<file path="src/rtl/order_generator.sv">
// Threshold trading rule on decoded market data; emits a 12-byte order
// packet (header, side, ticker, price, lot, XOR checksum) over a valid/ready byte stream.
module order_generator #(
    parameter logic [15:0] LOT      = 16'd100,
    parameter int          MAX_POS  = 1000,
    parameter logic [7:0]  HDR_BYTE = 8'hA5
) (
    input  logic        clk,
    input  logic        rst_n,
    input  logic        packet_ready,
    input  logic [31:0] ticker,
    input  logic [31:0] timestamp,
    input  logic [23:0] ask_cents,
    input  logic [23:0] bid_cents,
    input  logic [15:0] position,
    input  logic        cfg_enable,
    input  logic [23:0] cfg_buy_limit,
    input  logic [23:0] cfg_sell_limit,
    output logic [7:0]  tx_byte,
    output logic        tx_valid,
    input  logic        tx_ready,
    output logic        tx_last,
    output logic        busy,
    output logic [15:0] order_count,
    output logic [15:0] drop_count
);

    typedef enum logic [1:0] {
        IDLE = 2'd0,
        EVAL = 2'd1,
        SEND = 2'd2
    } state_t;

    localparam logic [7:0]         SIDE_BUY  = 8'h42;
    localparam logic [7:0]         SIDE_SELL = 8'h53;
    localparam logic [3:0]         LAST_IDX  = 4'd11;
    // 18-bit signed keeps pos +/- LOT free of overflow for any 16-bit LOT
    localparam logic signed [17:0] LOT_S     = 18'(LOT);
    localparam logic signed [17:0] MAX_S     = 18'(MAX_POS);

    state_t      state_q, state_d;
    logic [31:0] ticker_q, ticker_d;
    logic [31:0] timestamp_q, timestamp_d;
    logic [23:0] ask_q, ask_d;
    logic [23:0] bid_q, bid_d;
    logic [15:0] pos_q, pos_d;
    logic [7:0]  side_q, side_d;
    logic [23:0] price_q, price_d;
    logic [7:0]  csum_q, csum_d;
    logic [3:0]  byte_idx_q, byte_idx_d;
    logic [7:0]  tx_byte_q, tx_byte_d;
    logic        tx_valid_q, tx_valid_d;
    logic        tx_last_q, tx_last_d;
    logic        busy_q, busy_d;
    logic [15:0] order_count_q, order_count_d;
    logic [15:0] drop_count_q, drop_count_d;

    logic signed [17:0] pos_s;
    logic               buy_ok_s;
    logic               sell_ok_s;
    logic [7:0]         ord_side_s;
    logic [23:0]        ord_price_s;
    logic               unused_ts_s;

    function automatic logic [7:0] calc_checksum(input logic [7:0] side,
                                                 input logic [31:0] tkr,
                                                 input logic [23:0] price);
        return side ^ tkr[31:24] ^ tkr[23:16] ^ tkr[15:8] ^ tkr[7:0]
             ^ price[23:16] ^ price[15:8] ^ price[7:0] ^ LOT[15:8] ^ LOT[7:0];
    endfunction

    function automatic logic [7:0] pkt_byte(input logic [3:0] idx,
                                            input logic [7:0] side,
                                            input logic [31:0] tkr,
                                            input logic [23:0] price,
                                            input logic [7:0] csum);
        case (idx)
            4'd0:    return HDR_BYTE;
            4'd1:    return side;
            4'd2:    return tkr[31:24];
            4'd3:    return tkr[23:16];
            4'd4:    return tkr[15:8];
            4'd5:    return tkr[7:0];
            4'd6:    return price[23:16];
            4'd7:    return price[15:8];
            4'd8:    return price[7:0];
            4'd9:    return LOT[15:8];
            4'd10:   return LOT[7:0];
            4'd11:   return csum;
            default: return 8'h00;
        endcase
    endfunction

    // Timestamp is captured for debug visibility only; reduce it so it has a sink
    assign unused_ts_s = ^timestamp_q;

    // Trading rule on the latched fields; buy wins when both sides qualify
    always_comb begin
        pos_s       = {{2{pos_q[15]}}, pos_q};
        buy_ok_s    = cfg_enable && (ask_q <= cfg_buy_limit) && ((pos_s + LOT_S) <= MAX_S);
        sell_ok_s   = cfg_enable && (bid_q >= cfg_sell_limit) && ((pos_s - LOT_S) >= -MAX_S);
        ord_side_s  = buy_ok_s ? SIDE_BUY : SIDE_SELL;
        ord_price_s = buy_ok_s ? ask_q : bid_q;
    end

    // Next-state, packet sequencing and counter logic
    always_comb begin
        state_d       = state_q;
        ticker_d      = ticker_q;
        timestamp_d   = timestamp_q;
        ask_d         = ask_q;
        bid_d         = bid_q;
        pos_d         = pos_q;
        side_d        = side_q;
        price_d       = price_q;
        csum_d        = csum_q;
        byte_idx_d    = byte_idx_q;
        tx_byte_d     = tx_byte_q;
        tx_valid_d    = tx_valid_q;
        tx_last_d     = tx_last_q;
        order_count_d = order_count_q;
        drop_count_d  = drop_count_q;

        case (state_q)
            IDLE: begin
                if (packet_ready) begin
                    ticker_d    = ticker;
                    timestamp_d = timestamp;
                    ask_d       = ask_cents;
                    bid_d       = bid_cents;
                    pos_d       = position;
                    state_d     = EVAL;
                end else begin
                    state_d = IDLE;
                end
            end
            EVAL: begin
                if (buy_ok_s || sell_ok_s) begin
                    side_d     = ord_side_s;
                    price_d    = ord_price_s;
                    csum_d     = calc_checksum(ord_side_s, ticker_q, ord_price_s);
                    byte_idx_d = 4'd0;
                    tx_byte_d  = HDR_BYTE;
                    tx_valid_d = 1'b1;
                    tx_last_d  = 1'b0;
                    state_d    = SEND;
                end else begin
                    state_d = IDLE;
                end
            end
            SEND: begin
                if (tx_valid_q && tx_ready) begin
                    if (byte_idx_q == LAST_IDX) begin
                        tx_valid_d    = 1'b0;
                        tx_last_d     = 1'b0;
                        tx_byte_d     = 8'h00;
                        order_count_d = order_count_q + 16'd1;
                        state_d       = IDLE;
                    end else begin
                        byte_idx_d = byte_idx_q + 4'd1;
                        tx_byte_d  = pkt_byte(byte_idx_q + 4'd1, side_q, ticker_q, price_q, csum_q);
                        tx_last_d  = ((byte_idx_q + 4'd1) == LAST_IDX);
                    end
                end else begin
                    state_d = SEND;
                end
            end
            default: begin
                state_d    = IDLE;
                tx_valid_d = 1'b0;
                tx_last_d  = 1'b0;
            end
        endcase

        if (packet_ready && (state_q != IDLE) && (drop_count_q != 16'hFFFF)) begin
            drop_count_d = drop_count_q + 16'd1;
        end else begin
            drop_count_d = drop_count_d;
        end

        busy_d = (state_d != IDLE);
    end

    // State and output registers with synchronous active-low reset
    always_ff @(posedge clk) begin
        if (!rst_n) begin
            state_q       <= IDLE;
            ticker_q      <= 32'd0;
            timestamp_q   <= 32'd0;
            ask_q         <= 24'd0;
            bid_q         <= 24'd0;
            pos_q         <= 16'd0;
            side_q        <= 8'd0;
            price_q       <= 24'd0;
            csum_q        <= 8'd0;
            byte_idx_q    <= 4'd0;
            tx_byte_q     <= 8'd0;
            tx_valid_q    <= 1'b0;
            tx_last_q     <= 1'b0;
            busy_q        <= 1'b0;
            order_count_q <= 16'd0;
            drop_count_q  <= 16'd0;
        end else begin
            state_q       <= state_d;
            ticker_q      <= ticker_d;
            timestamp_q   <= timestamp_d;
            ask_q         <= ask_d;
            bid_q         <= bid_d;
            pos_q         <= pos_d;
            side_q        <= side_d;
            price_q       <= price_d;
            csum_q        <= csum_d;
            byte_idx_q    <= byte_idx_d;
            tx_byte_q     <= tx_byte_d;
            tx_valid_q    <= tx_valid_d;
            tx_last_q     <= tx_last_d;
            busy_q        <= busy_d;
            order_count_q <= order_count_d;
            drop_count_q  <= drop_count_d;
        end
    end

    assign tx_byte     = tx_byte_q;
    assign tx_valid    = tx_valid_q;
    assign tx_last     = tx_last_q;
    assign busy        = busy_q;
    assign order_count = order_count_q;
    assign drop_count  = drop_count_q;

endmodule

</file>
<file path="config.mk">
export PLATFORM = sky130hd
export DESIGN_NAME = order_generator
export DESIGN_NICKNAME = d
export VERILOG_FILES = /design/src/rtl/order_generator.sv
export SDC_FILE = /design/constraint.sdc
export NUM_CORES = 1
export LEC_CHECK = 0
export CORE_MARGIN = 4
export CORE_UTILIZATION = 40
export CTS_CLUSTER_SIZE = 12
export DETAILED_ROUTE_END_ITERATION = 10
export PLACE_DENSITY = 0.66
export SYNTH_ARGS = -nofsm -noshare
export SYNTH_HDL_FRONTEND = slang
export SYNTH_SLANG_ARGS = --single-unit
</file>
<file path="constraint.sdc">
create_clock -name clk -period 4.1 [get_ports clk]
set_clock_uncertainty 0.05 [all_clocks]
set_input_delay 1.025 -clock clk [delete_from_list [all_inputs] [get_ports clk]]
set_output_delay 1.025 -clock clk [all_outputs]
set_load 0.01 [all_outputs]
</file>
==> impl_results.rst, run 1 <==
.. list-table::
   :header-rows: 1

   * - Metric
     - Value
   * - Total congestion overflow after global routing
     - 0
   * - Met1 Wirelength
     - 12.49 mm
   * - Layout cells sized above 1
     - 4.164%
   * - Achievable Freq
     - 0.2777 GHz
   * - Chain of cells forming the critical path
     - clkdlybuf4s50_1 > inv_1 > ha_1 > a211oi_1 > o211ai_1 > a31oi_1 > o221ai_1 > o32ai_1 > buf_4 > nand2_4 > a21oi_4 > buf_4 > o21ai_0 > a21oi_1
   * - Worst-margin pin slew
     - 0.7297 ns
   * - Number of ports placed on the die boundary
     - 224
   * - Post-CTS resize count
     - 0
   * - Register-to-Register Setup Slack
     - 1.10 ns
   * - Via count of the first global-routing pass
     - 8329
   * - Number of warnings reported in the yosys synthesis log
     - 0
   * - Routability congestion estimate
     - 0.8479
   * - Number of nets with antenna violations after detailed routing
     - 0
   * - Diode insertion count for antenna repair
     - 0
   * - Average footprint of a synthesized cell
     - 8.406 um2
   * - Detailed-route via count
     - 8698
   * - MaxCap Viol Count
     - 0
   * - Worst Hold Depth
     - 2
   * - Startpoint class of the critical path
     - primary input
   * - Count of routing violations after the opening detailed-route iteration
     - 561
   * - Required time of the worst setup path
     - 4.41 ns
   * - Routed wire length on met2
     - 12.97 mm
   * - Fraction of post-synthesis cell area in the top cell type by area
     - 36.34%
   * - Initial antenna violation count
     - 1
   * - Worst-path cell with the longest stage delay
     - clkdlybuf4s50_1
   * - Total detailed-routing wirelength
     - 27.28 mm
   * - Complex-gate fraction of the synthesized area
     - 21.34%
   * - Synthesized instance count
     - 1173
   * - Cell with the most instances after synthesis
     - nand2_1
   * - Worst Hold Endpoint
     - csum_q[5]
   * - Initial Util
     - 40.55%
   * - Largest stage delay, worst path
     - 0.45 ns
   * - Post-layout min period
     - 3.601 ns
   * - Overall die height
     - 165.0 um
   * - Cell at the root of the clock tree
     - clkbuf_16
   * - Outcome
     - complete, no violations
   * - Horizontal extent of the die
     - 165.0 um
   * - Portion of netlist area occupied by mux cells
     - 3.553%
   * - Final count of hold timing violations
     - 0
   * - Buf/Inv on CP
     - 4
   * - Summed instance area of the synthesized netlist
     - 9861 um2
   * - Clock tree buffer depth
     - 2
   * - Layout area overhead
     - 27.78%
   * - Top cells by area in the synthesized netlist
     - dfxtp_1 (36%), nand2_1 (10%), a21boi_0 (8.1%)
   * - Total power density per cell area
     - 333.6 nW/um2
   * - First-pass iteration count of the detailed router
     - 5
   * - Hold buffer count at cts
     - 0
   * - Accumulated negative setup slack
     - 0 ns
   * - H-tree levels
     - 4
   * - Depth of the worst register-to-register path
     - 11
   * - Worst Setup Path Type
     - primary input to register
   * - Count of state elements after synthesis
     - 179
   * - Part of the Yosys area used for sequential elements
     - 36.34%
   * - Clock network latency to the later pin of the worst-skew pair
     - 0.43 ns
   * - CTS sink cnt
     - 179
   * - Post-CTS repair timing setup buffer count
     - 0
   * - Wirelength per Cell
     - 16.34 um
   * - Wire length of the first global-routing pass
     - 42.60 mm
   * - Ratio of routed vias to standard cells
     - 5.212
   * - Leakage component of the power
     - 5.318 nW
   * - Number of I/O port buffers
     - 191
   * - Pin count of the biggest net entering global routing
     - 75
   * - Start point of the worst hold path
     - csum_q[5]
   * - CTS tree
     - built
   * - Crit share post-route
     - 87.83%
   * - Overall power after layout
     - 4.203 mW
   * - Post-synth EDFFs
     - 0
   * - Synth Net Count
     - 1413
   * - Terminus of the critical flop-to-flop path
     - csum_q[7]
   * - Met3 WL
     - 1.317 mm
   * - Residual DRC count
     - 0
   * - Total global routing track utilization
     - 19.82%
   * - Proportion of synthesized flip-flops having asynchronous set or reset
     - 0%
   * - Worst hold path type
     - register to register
   * - Cell taking the most area after synthesis
     - dfxtp_1
   * - CP endpoint kind
     - register
   * - Row cnt
     - 57
   * - Number of fill cells
     - 2317
   * - Highest metal used
     - met4
   * - Clock edge transition at the registers on the reported setup and hold paths
     - 0.07 ns
   * - RSZ-0062 raised after global routing
     - false
   * - Register cell area after layout
     - 3583 um2
   * - Critical register-to-register path startpoint
     - pos_q[2]
   * - Num CTS Buffers
     - 17
   * - Remaining max-slew budget at the tightest pin
     - 51.35%
   * - Top cells by instance count after synthesis
     - nand2_1 (264), dfxtp_1 (179), a21boi_0 (106), xnor2_1 (73), inv_1 (61)
   * - Worst path top cell family by delay
     - compound AO/OA/AOI/OAI gates
   * - Area inside the core boundary
     - 24320 um2
   * - Primary flip-flop cell chosen by synthesis mapping
     - dfxtp_1
   * - VDD IR-drop max
     - 0.2706 mV
   * - Final Setup Violations
     - 0
   * - Distinct cell type count of the synthesized netlist
     - 57
   * - Max-slew violation count
     - 0
   * - XOR/XNOR share of the synthesized area
     - 7.905%
   * - Dominant combinational cell family by area after synthesis
     - compound AO/OA/AOI/OAI gates
   * - Worst hold slack
     - 0.4307 ns
   * - Total die area
     - 27230 um2
   * - Number of nets in the finished design
     - 1573
   * - CP arrival
     - 3.91 ns
   * - Footprint of the multi-input gates
     - 5776 um2
   * - Adder-cell share of the synthesized area
     - 7.486%
   * - Crit Path Max Fanout
     - 24
   * - Dominant cell type by count on the critical path
     - buf_4
   * - Fraction of the mapped netlist area in simple logic gates
     - 18.23%
   * - DP HPWL
     - 20.78 mm
[logic make-up (layout without fill, tap and decap cells)]
group,after synthesis,count (layout)
multiplexers,35,35
adder cells (fa/ha/maj),59,59
flip-flops,179,179
XOR/XNOR,89,89
AND/OR/NAND/NOR,405,405
AO/OA/AOI/OAI,279,279
buffers and inverters,127,299
[layout by cell type (no fill, tap or decap), types with 7 or more instances in the layout]
| cell | n |
|---|---|
| buf_4 | 14 |
| inv_1 | 61 |
| a222oi_1 | 8 |
| clkbuf_16 | 17 |
| nor2_1 | 21 |
| a21oi_1 | 34 |
| o211a_1 | 26 |
| xor2_1 | 16 |
| dfxtp_1 | 179 |
| clkdlybuf4s50_1 | 190 |
| nand3_1 | 23 |
| and2_1 | 34 |
| and3_1 | 8 |
| mux2i_1 | 35 |
| a211oi_1 | 8 |
| nand4_1 | 19 |
| a22oi_1 | 7 |
| o21a_1 | 7 |
| or3_1 | 8 |
| xnor2_1 | 73 |
| a21boi_0 | 106 |
| o21ai_0 | 23 |
| ha_1 | 59 |
| nand2_1 | 263 |
| nor2b_1 | 9 |
| nor3_1 | 7 |
[metrics by stage]
stage	utilization (%)	cells	setup WS (ns)	area, um2
final	51.81	1669	0.4990	12600
after global placement	49.59	1638	0.1673	12060
after CTS	51.81	1669	0.5256	12600
after global routing	51.81	1669	0.2928	12600
after floorplan	-	1173	0.8089	9861
after detailed placement	49.59	1638	0.09096	12060
[how the worst max path moves through the flow]
stage / start / end / depth (start not counted)
2_1_floorplan: cfg_sell_limit[4] / price_q[12] / 12
6_report: cfg_buy_limit[15] / csum_q[7] / 14
3_5_place_dp: cfg_buy_limit[15] / csum_q[7] / 14
4_1_cts: cfg_buy_limit[15] / csum_q[7] / 14
5_1_grt: cfg_buy_limit[15] / csum_q[7] / 14
3_3_place_gp: cfg_buy_limit[15] / price_q[16] / 14
[cell type report]
type                            count  share of cell area (%)
Inverter                           61                   1.817
Sequential cell                   179                   28.44
Clock buffer                       22                   3.684
Clock inverter                      9                  0.5958
Multi-Input combinational cell    867                   45.84
Timing Repair Buffer              207                   16.41
Tap cell                          324                   3.217
[where the power goes]
part	switching (mW)	leakage, nW	internal (mW)
clock	0.712	0.253	0.813
sequential	0.116	1.46	1.82
combinational	0.340	3.61	0.396
total	1.17	5.32	3.03
[registers in the layout, indices dropped and copies added, names as in the netlist]
register,cells
ticker_q,32
ask_q,24
bid_q,24
price_q,24
drop_count,16
order_count,16
pos_q,16
csum_q,8
tx_byte,8
byte_idx_q,4
side_q,2
state_q,2
busy,1
tx_last,1
tx_valid,1
[worst register-to-register path, cell delays in order (launching register included)]
cell      delay (ns)
dfxtp_1         0.51
ha_1            0.19
or3b_2          0.45
a21oi_1         0.19
nor3_1          0.07
a211oi_1        0.25
a32o_2          0.21
nand2_4         0.10
a21oi_4         0.30
buf_4           0.32
o21ai_0         0.13
a21oi_1         0.17
[routing by layer]
metal / vias to the layer above / global-route usage, %
met5: - / 0
met4: 0 / 5.331
met3: 35 / 3.294
met2: 222 / 33.33
met1: 4072 / 26.32
li1: 4369 / -
Power figures use the tool's default switching activity.
==> run 2: changes to the inputs <==
CORE_ASPECT_RATIO = 0.5   (was default)
CORE_MARGIN = 3   (was 4)
==> run 2 against run 1 <==
Effect of this change:
- via count up 1.3%
- design area shrank 0.41%
- global-route usage rose by 1.5 points
==> impl_results.rst, run 2 (same netlist as run 1, synthesis figures left out) <==
.. list-table::
   :header-rows: 1

   * - Metric
     - Value
   * - Post-CTS resize count
     - 0
   * - Area inside the core boundary
     - 23520 um2
   * - Worst hold path type
     - register to register
   * - Initial Util
     - 41.92%
   * - Start point of the worst hold path
     - csum_q[1]
   * - Sw Ratio
     - 27.18%
   * - Overall power after layout
     - 4.182 mW
   * - Startpoint class of the critical path
     - primary input
   * - Post-route design area
     - 12550 um2
   * - Num CTS Buffers
     - 17
   * - Remaining max-slew budget at the tightest pin
     - 45.92%
   * - Worst hold slack
     - 0.4297 ns
   * - Count of routing violations after the opening detailed-route iteration
     - 595
   * - Worst-path cell with the longest stage delay
     - clkdlybuf4s50_1
   * - Terminus of the critical flop-to-flop path
     - csum_q[2]
   * - Hold buffer count at cts
     - 0
   * - CP endpoint kind
     - register
   * - Worst path top cell family by delay
     - compound AO/OA/AOI/OAI gates
   * - Total congestion overflow after global routing
     - 0
   * - Part of the total power dissipated in the clock network
     - 35.8%
   * - Clock tree buffer depth
     - 2
   * - Outcome
     - complete, no violations
   * - Biggest register
     - ticker_q
   * - Required time of the worst setup path
     - 4.42 ns
   * - Total power density per cell area
     - 333.2 nW/um2
   * - Pin count of the biggest net entering global routing
     - 90
   * - CTS sink cnt
     - 179
   * - Routability congestion estimate
     - 0.8782
   * - Cell at the root of the clock tree
     - clkbuf_16
   * - Worst Hold Endpoint
     - csum_q[1]
   * - End-of-flow core utilization
     - 53.35%
   * - Via count of the first global-routing pass
     - 8698
   * - Crit Path Max Fanout
     - 55
   * - Horizontal extent of the die
     - 228.0 um
   * - Total cell area at the placement stage
     - 12040 um2
   * - Layout area overhead
     - 27.26%
   * - Largest register FFs
     - 32
   * - Register-to-Register Setup Slack
     - 1.01 ns
   * - Buf/Inv on CP
     - 3
   * - Worst-margin pin slew
     - 0.8111 ns
   * - Final Setup Violations
     - 0
   * - First-pass iteration count of the detailed router
     - 5
   * - Detailed-route via count
     - 8811
   * - Max-slew violation count
     - 0
   * - Number of nets with antenna violations after detailed routing
     - 0
   * - Worst setup path startpoint
     - cfg_sell_limit[17]
   * - Total detailed-routing wirelength
     - 28.42 mm
   * - Share of total power in combinational logic
     - 17.7%
   * - Overall die height
     - 117.0 um
   * - Worst Hold Depth
     - 2
   * - Number of ports placed on the die boundary
     - 224
   * - Share of power burned in registers
     - 46.5%
   * - CTS tree
     - built
   * - VDD IR-drop max
     - 0.3081 mV
   * - Post-Place Worst Slack
     - -0.02625 ns
   * - Internal Dissipation
     - 3.045 mW
   * - Total die area
     - 26690 um2
   * - Switch Pwr
     - 1.137 mW
   * - CP arrival
     - 4.05 ns
   * - Layout cells sized above 1
     - 3.521%
   * - Wirelength per Cell
     - 17.09 um
   * - Post-CTS repair timing setup buffer count
     - 0
   * - Ratio of routed vias to standard cells
     - 5.298
   * - Residual DRC count
     - 0
   * - PnR worst setup slack
     - 0.3704 ns
   * - Worst Setup Path Type
     - primary input to register
   * - Diode insertion count for antenna repair
     - 0
   * - DP HPWL
     - 21.58 mm
   * - Number of I/O port buffers
     - 191
   * - Depth of the worst register-to-register path
     - 12
   * - Critical register-to-register path startpoint
     - bid_q[0]
   * - Row cnt
     - 39
   * - Final count of hold timing violations
     - 0
   * - Initial antenna violation count
     - 1
   * - Chain of cells forming the critical path
     - clkdlybuf4s50_1 > inv_1 > ha_1 > a21oi_1 > o21ai_0 > nor3_1 > a211oi_1 > o221ai_1 > a21oi_4 > buf_12 > nand2_1 > o22ai_1
   * - Clock edge transition at the registers on the reported setup and hold paths
     - 0.07 ns
   * - Most frequent cells in the layout
     - nand2_1 (263), clkdlybuf4s50_1 (190), dfxtp_1 (179)
   * - Crit share post-route
     - 90.97%
   * - RSZ-0062 raised after global routing
     - false
   * - Clock network latency to the later pin of the worst-skew pair
     - 0.45 ns
   * - Leakage component of the power
     - 5.282 nW
   * - MaxCap Viol Count
     - 0
   * - Number of nets in the finished design
     - 1568
   * - Achievable Freq
     - 0.2681 GHz
   * - Wire length of the first global-routing pass
     - 44.93 mm
   * - Post-layout min period
     - 3.730 ns
   * - Largest stage delay, worst path
     - 0.48 ns
   * - Commonest non-fill, non-tap cell in the layout
     - nand2_1
   * - H-tree levels
     - 4
   * - Total global routing track utilization
     - 21.31%
run 2: cell count changes in the layout (fill, tap and decap cells not counted), sizes merged:
cell,change
buf,-5
bufinv,+1
clkbuf,-2
clkinv,-2
inv,-2
run 2: worst max path at each step:
| stage | slack (ns) | depth (start not counted) | endpoint |
|---|---|---|---|
| after floorplan | 0.81 | 12 | price_q[12] |
| after global placement | 0.03 | 12 | tx_byte[5] |
| after detailed placement | -0.03 | 12 | csum_q[2] |
| after CTS | 0.45 | 12 | csum_q[2] |
| after global routing | 0.15 | 13 | busy |
| final | 0.37 | 12 | csum_q[2] |
run 2: final cells by class:
cell class / count / area, um2
tap: 328 / 410.4
clock inverter: 6 / 62.56
inverter: 61 / 229.0
fill: 2196 / 10970
multi-input combinational: 867 / 5774
timing repair buffer: 202 / 2042
sequential: 179 / 3583
clock buffer: 20 / 446.7
run 2: worst reg2reg max path, cell delays in order, from the launching register on:
cell and delay [ns]:
dfxtp_1 0.42, inv_1 0.07, ha_1 0.27, nand2b_1 0.10, a211oi_1 0.07, o21ai_0 0.20, o211ai_1 0.13, a211oi_1 0.42
o221ai_1 0.33, a21oi_4 0.33, buf_12 0.26, nand2_1 0.16, o22ai_1 0.22
run 2: through the flow:
stage          setup TNS (ns)  cells
4_1_cts                     0   1663
3_3_place_gp                0   1637
3_5_place_dp         -0.05316   1637
2_1_floorplan               0   1173
5_1_grt                     0   1663
6_report                    0   1663
run 2: power by group through the flow:
stage	Combinational, mW	Sequential, mW	Clock [mW]
floorplan	0.469	1.93	0
global placement	0.717	1.98	0
detailed placement	0.738	1.98	0
CTS	0.743	1.94	1.53
global route	0.819	1.95	1.61
finish	0.741	1.94	1.50
run 2: metal layers:
layer	vias up	track usage [%]	routed length [um]
met3	28	6.649	2049
met1	4177	27.70	13150
met2	250	35.56	12930
met4	2	4.114	281
li1	4354	-	-
met5	-	0	8
==> run 3: changes to the inputs <==
PLACE_DENSITY = 0.69   (was 0.66)
clock period = 3.2 ns   (was 4.1 ns; I/O delays follow)
==> run 3 against run 2 <==
Effect of this change:
- the run now ends with setup timing left
- highest routed layer is now met4
- final cell count is 2.8% higher
- sequential cell count stayed put
- via count is 3.8% higher
- first-iteration DRC count increased by 7.6%
- non-clock buffer count up 40
- die area stayed put
- global-route usage increased by 0.24 points
- critical endpoint is now price_q[16]
- routed wire length up 4.9%
- worst hold slack improved by 0.0014 ns
- power up 41%
- sequential power is 28% higher
==> impl_results.rst, run 3 (same netlist as run 1, synthesis figures left out) <==
.. list-table::
   :header-rows: 1

   * - Metric
     - Value
   * - Clock tree buffer depth
     - 2
   * - Number of I/O port buffers
     - 191
   * - Leakage component of the power
     - 5.708 nW
   * - Crit Path Max Fanout
     - 7
   * - MaxCap Viol Count
     - 0
   * - DP HPWL
     - 21.78 mm
   * - Commonest non-fill, non-tap cell in the layout
     - nand2_1
   * - Number of ports placed on the die boundary
     - 224
   * - Horizontal extent of the die
     - 228.0 um
   * - Cell at the root of the clock tree
     - clkbuf_16
   * - Count of routing violations after the opening detailed-route iteration
     - 640
   * - Total die area
     - 26690 um2
   * - Largest register FFs
     - 32
   * - Routability congestion estimate
     - 0.8990
   * - Switch Pwr
     - 1.596 mW
   * - Max-slew violation count
     - 0
   * - Share of total power in combinational logic
     - 19.2%
   * - Total congestion overflow after global routing
     - 0
   * - Post-Place Worst Slack
     - -0.6142 ns
   * - H-tree levels
     - 4
   * - Hold buffer count at cts
     - 0
   * - Remaining max-slew budget at the tightest pin
     - 58.20%
   * - Worst Setup Path Type
     - primary input to register
   * - Final Setup Violations
     - 3
   * - VDD IR-drop max
     - 0.3381 mV
   * - Worst hold path type
     - register to register
   * - Clock edge transition at the registers on the reported setup and hold paths
     - 0.07 ns
   * - Achievable Freq
     - 0.3123 GHz
   * - Most frequent cells in the layout
     - nand2_1 (256), dfxtp_1 (179), clkdlybuf4s50_1 (174)
   * - Total detailed-routing wirelength
     - 29.80 mm
   * - Part of the total power dissipated in the clock network
     - 38.8%
   * - CP arrival
     - 3.48 ns
   * - Total global routing track utilization
     - 21.55%
   * - Initial antenna violation count
     - 0
   * - Register-to-Register Setup Slack
     - 0.22 ns
   * - Number of fill cells
     - 2050
   * - Sw Ratio
     - 26.97%
   * - Num CTS Buffers
     - 17
   * - Crit share post-route
     - 100.1%
   * - Failing checks
     - setup timing
   * - Share of power burned in registers
     - 42.1%
   * - Diode insertion count for antenna repair
     - 0
   * - Worst Hold Depth
     - 2
   * - Via count of the first global-routing pass
     - 8983
   * - Total power density per cell area
     - 436.4 nW/um2
   * - PnR worst setup slack
     - -0.002139 ns
   * - Footprint of the multi-input gates
     - 6186 um2
   * - Row cnt
     - 39
   * - CTS tree
     - built
   * - Detailed-route via count
     - 9144
   * - Initial Util
     - 41.92%
   * - Final count of hold timing violations
     - 0
   * - Pin count of the biggest net entering global routing
     - 63
   * - Depth of the worst register-to-register path
     - 13
   * - CTS sink cnt
     - 179
   * - Overall die height
     - 117.0 um
   * - Wirelength per Cell
     - 17.44 um
   * - Layout area overhead
     - 37.51%
   * - Accumulated negative setup slack
     - -0.003565 ns
   * - Post-layout min period
     - 3.202 ns
   * - Clock network latency to the later pin of the worst-skew pair
     - 0.44 ns
   * - Worst-margin pin slew
     - 0.6271 ns
   * - Wire length of the first global-routing pass
     - 45.98 mm
   * - Number of nets with antenna violations after detailed routing
     - 0
   * - First-pass iteration count of the detailed router
     - 6
   * - Required time of the worst setup path
     - 3.48 ns
   * - Ratio of routed vias to standard cells
     - 5.350
   * - RSZ-0062 raised after global routing
     - true
   * - Internal Dissipation
     - 4.321 mW
   * - Area inside the core boundary
     - 23520 um2
   * - Residual DRC count
     - 0
   * - Biggest register
     - ticker_q
   * - Number of nets in the finished design
     - 1608
   * - Register cell area after layout
     - 3583 um2
   * - CP endpoint kind
     - register
   * - Startpoint class of the critical path
     - primary input
   * - Outcome
     - finished with violations
   * - Layout cells sized above 1
     - 11.66%
==> run 3: critical path, cell delays in order <==
cell and delay, ns:
clkdlybuf4s50_1 0.50, inv_1 0.07, ha_1 0.28, nand3_1 0.12
nor2_2 0.16, nand3_2 0.14, o32ai_2 0.29, buf_4 0.21
nand2_8 0.08, a21oi_4 0.28, buf_12 0.15, buf_12 0.09
buf_16 0.12, nand2_2 0.05, o211a_1 0.12
==> run 3: path summary, 6_finish.rpt <==
check,startpoint,to
worst max-delay path,cfg_buy_limit[21],price_q[16]
worst max register to register,pos_q[2],price_q[16]
worst min register to register,csum_q[1],csum_q[1]
worst min-delay path,csum_q[1],csum_q[1]
==> run 3: what timing repair did <==
item / in CTS / in global routing
cloned: 3 / 2
pin swaps: 15 / 38
endpoints found under the setup margin: 41 / 44
buffers inserted: 3 / 9
resized for setup: 14 / 87
==> run 3: power groups by stage <==
stage	registers [mW]	clock network, mW	logic, mW
after global placement	2.52	0	0.969
after floorplan	2.47	0	0.601
after global routing	2.50	2.42	1.24
after CTS	2.48	2.33	1.04
after detailed placement	2.53	0	0.995
final	2.49	2.29	1.14
==> run 3: stage by stage <==
step           instance area (um2)  util, %  hold slack, ns  power, mW  cells
6_report                     13560    57.65          0.4310      5.917   1709
5_1_grt                      13560    57.65          0.4637      6.160   1709
4_1_cts                      13110    55.73          0.4314      5.845   1702
2_1_floorplan                 9861        -          0.3958      3.073   1173
3_3_place_gp                 12240    52.05          0.4114      3.493   1664
3_5_place_dp                 12240    52.05          0.4178      3.522   1664
==> run 3: layout make-up <==
type | count | area share [%]
clock buffers | 19 | 3.340
clock inverters | 13 | 1.449
repair buffers | 242 | 18.45
inverters | 61 | 1.689
flip-flops and latches | 179 | 26.43
multi-input cells | 867 | 45.62
well taps | 328 | 3.027
==> run 3: metal layers <==
metal	global-route usage [%]	routed length (um)
met4	5.206	357
met3	5.271	2066
met5	0	0
met1	28.77	13660
met2	35.66	13720
